<file path="config.mk">
export PLATFORM = sky130hd
export DESIGN_NAME = puf_challenge_sequencer
export DESIGN_NICKNAME = d
export VERILOG_FILES = /design/src/rtl/puf_challenge_sequencer.sv
export SDC_FILE = /design/constraint.sdc
export NUM_CORES = 1
export LEC_CHECK = 0
export ABC_AREA = 1
export CAP_MARGIN = 20
export CORE_ASPECT_RATIO = 0.8
export CORE_MARGIN = 3
export CORE_UTILIZATION = 39
export CTS_CLUSTER_SIZE = 14
export DETAILED_ROUTE_END_ITERATION = 7
export PLACE_DENSITY = 0.79
export SLEW_MARGIN = 20
export SYNTH_ARGS = -nofsm -noshare
export SYNTH_HDL_FRONTEND = slang
export SYNTH_SLANG_ARGS = --single-unit
</file>
<file path="constraint.sdc">
create_clock -name clk -period 2.8 [get_ports clk]
set_input_delay 0.28 -clock clk [delete_from_list [all_inputs] [get_ports clk]]
set_output_delay 0.28 -clock clk [all_outputs]
set_load 0.01 [all_outputs]
</file>
<file path="src/rtl/puf_challenge_sequencer.sv">
// rtl/puf_challenge_sequencer.sv - Arbiter PUF challenge/response acquisition sequencer
// Majority voting over REPEAT evaluations is built only when PUF_MAJORITY_VOTE_EN is defined.
module puf_challenge_sequencer #(
  parameter int CHAL_W     = 128,
  parameter int SETTLE_CYC = 16,
  parameter int REPEAT     = 5,
  parameter int CNT_W      = 16
) (
  input  logic              clk,
  input  logic              rst,
  input  logic              start,
  input  logic              abort,
  input  logic [CNT_W-1:0]  num_crp,
  output logic              busy,
  output logic              done,
  output logic              lfsr_en,
  input  logic [CHAL_W-1:0] lfsr_stage,
  output logic [CHAL_W-1:0] puf_challenge,
  output logic              puf_launch,
  input  logic              puf_resp,
  output logic              crp_valid,
  input  logic              crp_ready,
  output logic [CHAL_W-1:0] crp_challenge,
  output logic              crp_response,
  output logic [CNT_W-1:0]  crp_index
);

  localparam int TW = (SETTLE_CYC > 1) ? $clog2(SETTLE_CYC) : 1;
  localparam logic [TW-1:0] TIMER_LAST = TW'(SETTLE_CYC - 1);

  if (SETTLE_CYC < 1 || REPEAT < 1 || (REPEAT % 2) == 0) begin : g_bad_cfg
    $error("puf_challenge_sequencer: SETTLE_CYC must be >= 1 and REPEAT odd and >= 1");
  end

  typedef enum logic [2:0] {
    S_IDLE, S_STEP, S_LATCH, S_LAUNCH, S_SAMPLE, S_REST, S_OUTPUT, S_DONE
  } state_t;

  state_t           state, state_nx;
  logic [TW-1:0]    timer;
  logic [CNT_W-1:0] num_lat;
  logic             timer_last;
  logic             last_crp;
  logic             evals_left;
  logic             resp_dec;

  assign timer_last = (timer == TIMER_LAST);
  assign last_crp   = ((crp_index + CNT_W'(1)) == num_lat);

`ifdef PUF_MAJORITY_VOTE_EN
  localparam int VW = $clog2(REPEAT + 1);
  logic [VW-1:0] ones;
  logic [VW-1:0] evals;

  assign evals_left = (int'(evals) < REPEAT);
  assign resp_dec   = (int'(ones) > REPEAT / 2);

  always_ff @(posedge clk) begin
    if (rst) begin
      ones  <= '0;
      evals <= '0;
    end else if (state == S_LATCH) begin
      ones  <= '0;
      evals <= '0;
    end else if (state == S_SAMPLE) begin
      ones  <= ones + VW'(puf_resp);
      evals <= evals + VW'(1);
    end
  end
`else
  logic sample_q;

  assign evals_left = 1'b0;
  assign resp_dec   = sample_q;

  always_ff @(posedge clk) begin
    if (rst)                    sample_q <= 1'b0;
    else if (state == S_SAMPLE) sample_q <= puf_resp;
  end
`endif

  always_ff @(posedge clk) begin
    if (rst) state <= S_IDLE;
    else     state <= state_nx;
  end

  // Control outputs decode straight from the state so abort drops them on the very next edge.
  always_comb begin
    state_nx   = state;
    busy       = (state != S_IDLE);
    done       = (state == S_DONE);
    lfsr_en    = (state == S_STEP);
    puf_launch = (state == S_LAUNCH);
    crp_valid  = (state == S_OUTPUT);
    case (state)
      S_IDLE:   if (start) state_nx = (num_crp == '0) ? S_DONE : S_STEP;
      S_STEP:   state_nx = S_LATCH;
      S_LATCH:  state_nx = S_LAUNCH;
      S_LAUNCH: if (timer_last) state_nx = S_SAMPLE;
      S_SAMPLE: state_nx = S_REST;
      S_REST:   if (timer_last) state_nx = evals_left ? S_LAUNCH : S_OUTPUT;
      S_OUTPUT: if (crp_ready) state_nx = last_crp ? S_DONE : S_STEP;
      S_DONE:   state_nx = S_IDLE;
      default:  state_nx = S_IDLE;
    endcase
    if (abort) state_nx = S_IDLE;
  end

  always_ff @(posedge clk) begin
    if (rst) begin
      timer         <= '0;
      num_lat       <= '0;
      crp_index     <= '0;
      puf_challenge <= '0;
      crp_challenge <= '0;
      crp_response  <= 1'b0;
    end else begin
      if (state == S_LAUNCH || state == S_REST)
        timer <= timer_last ? '0 : timer + TW'(1);
      else
        timer <= '0;

      if (state == S_IDLE && start && !abort && num_crp != '0) begin
        num_lat   <= num_crp;
        crp_index <= '0;
      end

      // Challenge only moves in LATCH, so it is frozen through every launch and rest window.
      if (state == S_LATCH)
        puf_challenge <= lfsr_stage;

      if (state == S_REST && timer_last && !evals_left) begin
        crp_challenge <= puf_challenge;
        crp_response  <= resp_dec;
      end

      if (state == S_OUTPUT && crp_ready && !abort && !last_crp)
        crp_index <= crp_index + CNT_W'(1);
    end
  end

endmodule

</file>
==> results_tabular.tex <==
\begin{tabular}{lr}
\hline
Metric & Value \\
\hline
\multicolumn{2}{l}{\textbf{Floorplanning}} \\
Standard cell core area & 28,400 um\^{}2 \\
Initial core utilization & 39.8\% \\
Die outline area & 31,000 um\^{}2 \\
Die Y-Extent & 158 um \\
I/O Pins & 428 \\
Row Count & 55 \\
Floorplan die width & 196 um \\
\multicolumn{2}{l}{\textbf{Power and ir drop}} \\
Pwr Density & 562 nW/um\^{}2 \\
Leakage dissipation & 6.77 nW \\
Highest ir drop seen on vdd & 0.472 mV \\
\multicolumn{2}{l}{\textbf{Yosys}} \\
Post-Syn Instances & 1,460 \\
Syn\_area\_per\_cell & 7.73 um\^{}2 \\
Top\_reg\_cell synth & sky130\_fd\_sc\_hd\_\_dfxtp\_1 \\
Proportion of synthesized chip area in sequential cells & 52.7\% \\
Library cells used by synthesis & 36 \\
Async set-reset flop share out of synthesis & 0\% \\
Number of nets in the synthesized netlist & 1,612 \\
Number of warnings printed during yosys synthesis & 0 \\
Post-Synthesis Cell Area & 11,300 um\^{}2 \\
Register bit count reported by yosys & 297 \\
Number of enable flip-flop cells after synthesis & 0 \\
\multicolumn{2}{l}{\textbf{Critical path}} \\
Arrival time at the worst endpoint & 2190 ps \\
Endpoint of the lowest-slack register-to-register path & crp\_index[1] \\
Number of cells on the worst reg-to-reg path & 11 \\
Critical Path RT & 2520 ps \\
Library cell contributing the largest single delay on the critical path & sky130\_fd\_sc\_hd\_\_clkdlybuf4s50\_1 \\
Max incr delay on CP & 600 ps \\
Reg-to-reg slack, setup & 420 ps \\
Kind of launch point of the worst setup path & flop \\
Worst r2r src & crp\_index[0] \\
Timing endpoint of the critical path & crp\_valid \\
CP Cell Sequence & inv\_1 -> nor2\_1 -> inv\_1 -> nor2\_1 -> clkdlybuf4s50\_1 \\
Critical path class & flop to output port \\
Highest net fanout along the worst path & 6 \\
Critical path launch point & state[1] \\
Crit end category & output port \\
\multicolumn{2}{l}{\textbf{Clocking}} \\
Clock sink total & 297 \\
H-Tree Level Count & 1 \\
TritonCTS buffer count & 30 \\
Clock input transition at the sequential cells of the worst setup and hold paths & 60 ps \\
Setup bufs post-CTS & 0 \\
Source-to-sink clock delay at the later pin of the worst-skew pair & 570 ps \\
Clock Tree Root & sky130\_fd\_sc\_hd\_\_clkbuf\_16 \\
TritonCTS clock tree & built \\
Post-cts gate resize count & 0 \\
Clk buf depth & 3 \\
CTS Hold Buffers Added & 0 \\
\multicolumn{2}{l}{\textbf{Layout}} \\
Number of nets in the layout & 1,992 \\
Area overhead of the layout relative to synthesis & 49.2\% \\
Most frequent cells in the layout & sky130\_fd\_sc\_hd\_\_clkdlybuf4s50\_1, sky130\_fd\_sc\_hd\_\_nor2\_1, sky130\_fd\_sc\_hd\_\_dfxtp\_1 \\
Most frequent standard cell in the layout excluding fill and tap cells & sky130\_fd\_sc\_hd\_\_clkdlybuf4s50\_1 \\
Utilization after layout & 59.4\% \\
Antenna diodes & 0 \\
Cell Count, Final, Fillers Out & 2,232 \\
Final design area excluding fillers & 16,800 um\^{}2 \\
Share of post-route cells with drive strength above 1 & 6.23\% \\
\multicolumn{2}{l}{\textbf{Run status}} \\
Status & finished clean \\
\multicolumn{2}{l}{\textbf{Worst hold path}} \\
Type of the most critical hold path & input port to flop \\
\multicolumn{2}{l}{\textbf{Route}} \\
Average via count per standard cell & 5.08 \\
Wire length per cell & 17.6 um \\
Overall via count from detail\_route & 11,337 \\
Overall routed net length & 39,200 um \\
1st-iter DRT viols & 837 \\
Residual DRC count & 0 \\
Total iterations of the first detailed-routing run & 6 \\
Antenna Nets Post-Route & 0 \\
\multicolumn{2}{l}{\textbf{Place}} \\
Placed standard-cell area & 15,900 um\^{}2 \\
Gpl congestion & 0.887 \\
Detailed Place HPWL & 27,100 um \\
Buffers added on ports & 427 \\
Cells after DPL & 2,178 \\
\multicolumn{2}{l}{\textbf{STA}} \\
Period utilisation layout & 88.2\% \\
Number of hold-slack violations in the final timing report & 0 \\
Number of setup violations in the final report & 0 \\
RSZ-0062 raised after global routing & false \\
Actual transition at the worst max-transition pin & 960 ps \\
Clock skew after layout & 18.8 ps \\
Min Hold Slack & 288 ps \\
Max transition margin & 36.0\% \\
Final period demand of the worst path & 2470 ps \\
Setup TNS & 0 ps \\
Top achievable clock speed & 405 MHz \\
Final max-slew violation count & 0 \\
\multicolumn{2}{l}{\textbf{Global route}} \\
Overall track demand over capacity in global routing & 23.7\% \\
Via count of the first global-routing pass & 10,796 \\
Overall overflow remaining after global route & 0 \\
First-pass GRT wire length & 59,700 um \\
Initial antenna violation count & 1 \\
Maximum number of pins on one net before global-route repair & 105 \\
\multicolumn{2}{l}{\textbf{Flow run}} \\
Maxcap violations & 0 \\
\hline
\end{tabular}
[final cells by class]
type	count	area, um^2
Timing Repair Buffer	444	4480
Clock buffer	44	873
Inverter	94	360
Clock inverter	10	106
Sequential cell	297	5950
Multi-Input combinational cell	973	4610
Tap cell	370	463
Fill cell	2480	11500
[cell usage after synthesis (5+ instances only)]
| cell | instances | area (um^2) |
|---|---|---|
| sky130_fd_sc_hd__nor2_1 | 362 | 1360 |
| sky130_fd_sc_hd__a21oi_1 | 117 | 586 |
| sky130_fd_sc_hd__a21oi_2 | 10 | 87.6 |
| sky130_fd_sc_hd__nand2_2 | 6 | 37.5 |
| sky130_fd_sc_hd__nand2_1 | 88 | 330 |
| sky130_fd_sc_hd__clkbuf_1 | 87 | 327 |
| sky130_fd_sc_hd__nand3_2 | 11 | 110 |
| sky130_fd_sc_hd__nor3_1 | 5 | 25.0 |
| sky130_fd_sc_hd__o21ai_0 | 277 | 1390 |
| sky130_fd_sc_hd__buf_2 | 7 | 35.0 |
| sky130_fd_sc_hd__nor2_2 | 9 | 56.3 |
| sky130_fd_sc_hd__dfxtp_1 | 297 | 5950 |
| sky130_fd_sc_hd__nand3_1 | 45 | 225 |
| sky130_fd_sc_hd__nand4_1 | 7 | 43.8 |
| sky130_fd_sc_hd__inv_1 | 93 | 349 |
| sky130_fd_sc_hd__nor4_1 | 5 | 31.3 |
[sequential cells by signal (all words and copies together), names as in the netlist]
register / count
state: 3
puf_challenge: 128
resp_dec: 1
num_lat: 16
crp_response: 1
timer: 4
crp_index: 16
crp_challenge: 128
[stage by stage]
stage	total power (W)	worst slack (ps)
after CTS	0.00955	330
final	0.00946	329
after global placement	0.00556	553
after floorplan	0.00496	730
after detailed placement	0.00558	453
after global routing	0.00981	83.6
[worst max-delay path: cells and delay by family, from the launching register on]
family        cells  cell delay (ps)
flops             1              420
buf+inv           3              830
simple gates      2              380
[worst min path at each step]
stage | start | endpoint | slack, ps | depth (start not counted)
floorplan | lfsr_stage[0] | puf_challenge[0] | 410 | 2
global placement | timer[0] | timer[0] | 430 | 1
detailed placement | timer[0] | timer[0] | 440 | 1
CTS | lfsr_stage[7] | puf_challenge[7] | 260 | 3
global route | lfsr_stage[59] | puf_challenge[59] | 280 | 3
finish | lfsr_stage[7] | puf_challenge[7] | 290 | 3
[where the power goes]
group          switching [W]  internal [W]
Combinational       0.000492      0.000526
Clock                0.00171       0.00226
Sequential          0.000104       0.00437
[cell families (layout without fill, tap and decap cells)]
group                      after synthesis  in the layout  share of synthesized area, %
AOI/OAI and AO/OA                      410            410                          18.6
buffers and inverters                  190            592                          6.58
adders and majority gates                2              2                         0.222
and+or+nand+nor                        554            554                          20.9
xor gates and xnor gates                 7              7                         0.932
DFF                                    297            297                          52.7
[layer usage]
layer	up-vias	part of all wire, %	GRT usage [%]
met5	-	0.046	0
met3	92	10	8.60
met2	448	46	38.5
met4	2	3.9	8.42
li1	5521	-	-
met1	5274	40	29.4
Power figures use the tool's default switching activity.
==> RTL edit, RTL diff (config.mk and constraints unchanged) <==
Set the parameter `CNT_W` to 32 (it was 16).
--- a/src/rtl/puf_challenge_sequencer.sv
+++ b/src/rtl/puf_challenge_sequencer.sv
@@ -4,7 +4,7 @@
   parameter int CHAL_W     = 128,
   parameter int SETTLE_CYC = 16,
   parameter int REPEAT     = 5,
-  parameter int CNT_W      = 16
+  parameter int CNT_W      = 32
 ) (
   input  logic              clk,
   input  logic              rst,
Ports: changed (resized crp_index and num_crp); port bits go from 428 to 460. No check against the original RTL was run, so the function may have changed too.
==> RTL edit against the unedited design <==
Via count increased by 23%; cell count increased by 21%; worst hold slack improved by 0.042 ns; sequential cell count increased by 32; worst setup slack got worse by 0.25 ns; synthesized area increased by 17%; non-clock buffer count increased by 51; final area increased by 17%; wire length increased by 28%; core utilization increased by 0.46 points; power increased by 16%; highest routed layer unchanged.
==> RTL edit: results (changes against the unedited design) <==
* Final Net Count at 2411 (+21%)
* Via Count at 13988 (+23%)
* Share of cells above drive strength 1 at 6.35% (+0.12 points)
* Clock group at 4.86 mW (+23%)
* Total CTS buffers at 36 (+20%)
* Synthesized net count at 1984 (+23%)
* Number of global-route vias before repair at 12966 (+20%)
* Met2 WL at 22900 um (+27%)
* IO buf count at 459 (+7.5%)
* Gr usage total at 25.5% (+1.8 points)
* CP max-delay cell: dfxtp_1
* Leak at 7.85 nW (+16%)
* Dominant cells by area after synthesis: dfxtp_1 50%, nor2_1 12%, o21ai_0 11%, nand2_1 5.8%, a21oi_1 5.7%
* Worst path max stage delay at 0.36 ns (-0.24 ns)
* Slew HR at 37.3% (+1.3 points)
* R2r setup slk at 0.08 ns (-0.34 ns)
* DR WL/cell at 18.6 um (+5.7%)
* Met3 wire len at 5240 um (+33%)
* Internal power at 8.25 mW (+15%)
* Max Clock Skew at 0.0129 ns (-0.00586 ns)
* Placed insts at 2620 (+20%)
* Critical path arrival at 3.12 ns (+0.93 ns)
* Area growth from synthesis to layout at 49.2% (about the same)
* Post-CTS setup buffer count at 0 (unchanged)
* Drt pass-1 iters at 7 (+1)
* Fill cell count at 2867 (+16%)
* Largest net degree at the start of global routing at 177 (+69%)
* Register area share after synthesis at 49.9% (-2.8 points)
* Most frequent cells after synthesis: 420 x nor2_1, 329 x dfxtp_1, 294 x o21ai_0
* Global-route wire length before repair at 73300 um (+23%)
* Met1 Use GR at 32.2% (+2.8 points)
* Met3 usage in global routing at 8.84% (+0.24 points)
* GP Congestion at 0.911 (+2.7%)
* Worst vdd ir at 0.490 mV (+3.8%)
* Post-Syn Area per Cell at 7.27 um^2 (-5.9%)
* GR Util met2 at 40.9% (+2.3 points)
* Post-Place Cell Area at 0.0182 mm^2 (+15%)
* Via-per-instance ratio at 5.19 (+2.1%)
* Max FO, Critical Path at 17 (+11)
* Flop pwr share at 45.4% (-1.9 points)
* DRT iter0 DRCs at 1185 (+42%)
* Post-synth cell types at 33 (-8.3%)
* Status: finished, final reports clean
* Clock root cell: clkbuf_16
* Worst-Skew Late Latency at 0.53 ns (-0.04 ns)
* Dpl hpwl at 34500 um (+27%)
* Metal1 wirelength at 19900 um (+26%)
* CTS H-Tree Depth at 2 (+1)
* Initial antenna violation count at 4 (+3)
-- RTL edit: changes by cell type after synthesis, moves of 17 or more --
cell,unedited run,this run
nor2_1,362,420
dfxtp_1,297,329
inv_1,93,120
nand2_1,88,203
nand3b_1,3,20
nand3_1,45,109
a21oi_1,117,151
clkbuf_1,87,104
o21ai_0,277,294
-- RTL edit: area by class of cell --
cell class                 instances  area share [%]
antenna                            1          0.0127
clock buffer                      53            5.36
clock inverter                    11           0.749
inverter                         124            2.40
multi-input combinational       1257            29.7
sequential                       329            33.5
tap                              427            2.71
timing repair buffer             495            25.5
-- RTL edit: critical path: cells and delay by family (launching register included) --
kind	cells	cell delay, ns
AO/OA/AOI/OAI	1	0.07
buffers and inverters	4	0.59
flip-flops	1	0.36
AND/OR/NAND/NOR	11	1.57
-- RTL edit: final timing paths --
path / end / cells past startpoint / from
worst max-delay path: crp_index[2] / 16 / crp_index[0]
worst min-delay path: puf_challenge[47] / 3 / lfsr_stage[47]
worst max register to register: crp_index[2] / 16 / crp_index[0]
worst min register to register: timer[0] / 1 / timer[0]
-- RTL edit: logic make-up after synthesis --
kind of cell    synth area share [%]
compound gates                  17.1
flops                           49.9
fa+ha+maj                      0.189
xor+xnor                       0.682
buf+inv                         6.77
simple gates                    25.4
-- RTL edit: per-stage QoR --
stage / setup TNS (ns) / worst slack [ns] / power [mW] / hold slack [ns]
floorplan: 0 / 0.451 / 5.49 / 0.415
global placement: 0 / 0.115 / 6.14 / 0.429
detailed placement: 0 / 0.0502 / 6.16 / 0.442
CTS: 0 / 0.0329 / 11.0 / 0.302
global route: -0.424 / -0.0256 / 11.3 / 0.322
finish: 0 / 0.0833 / 10.9 / 0.330
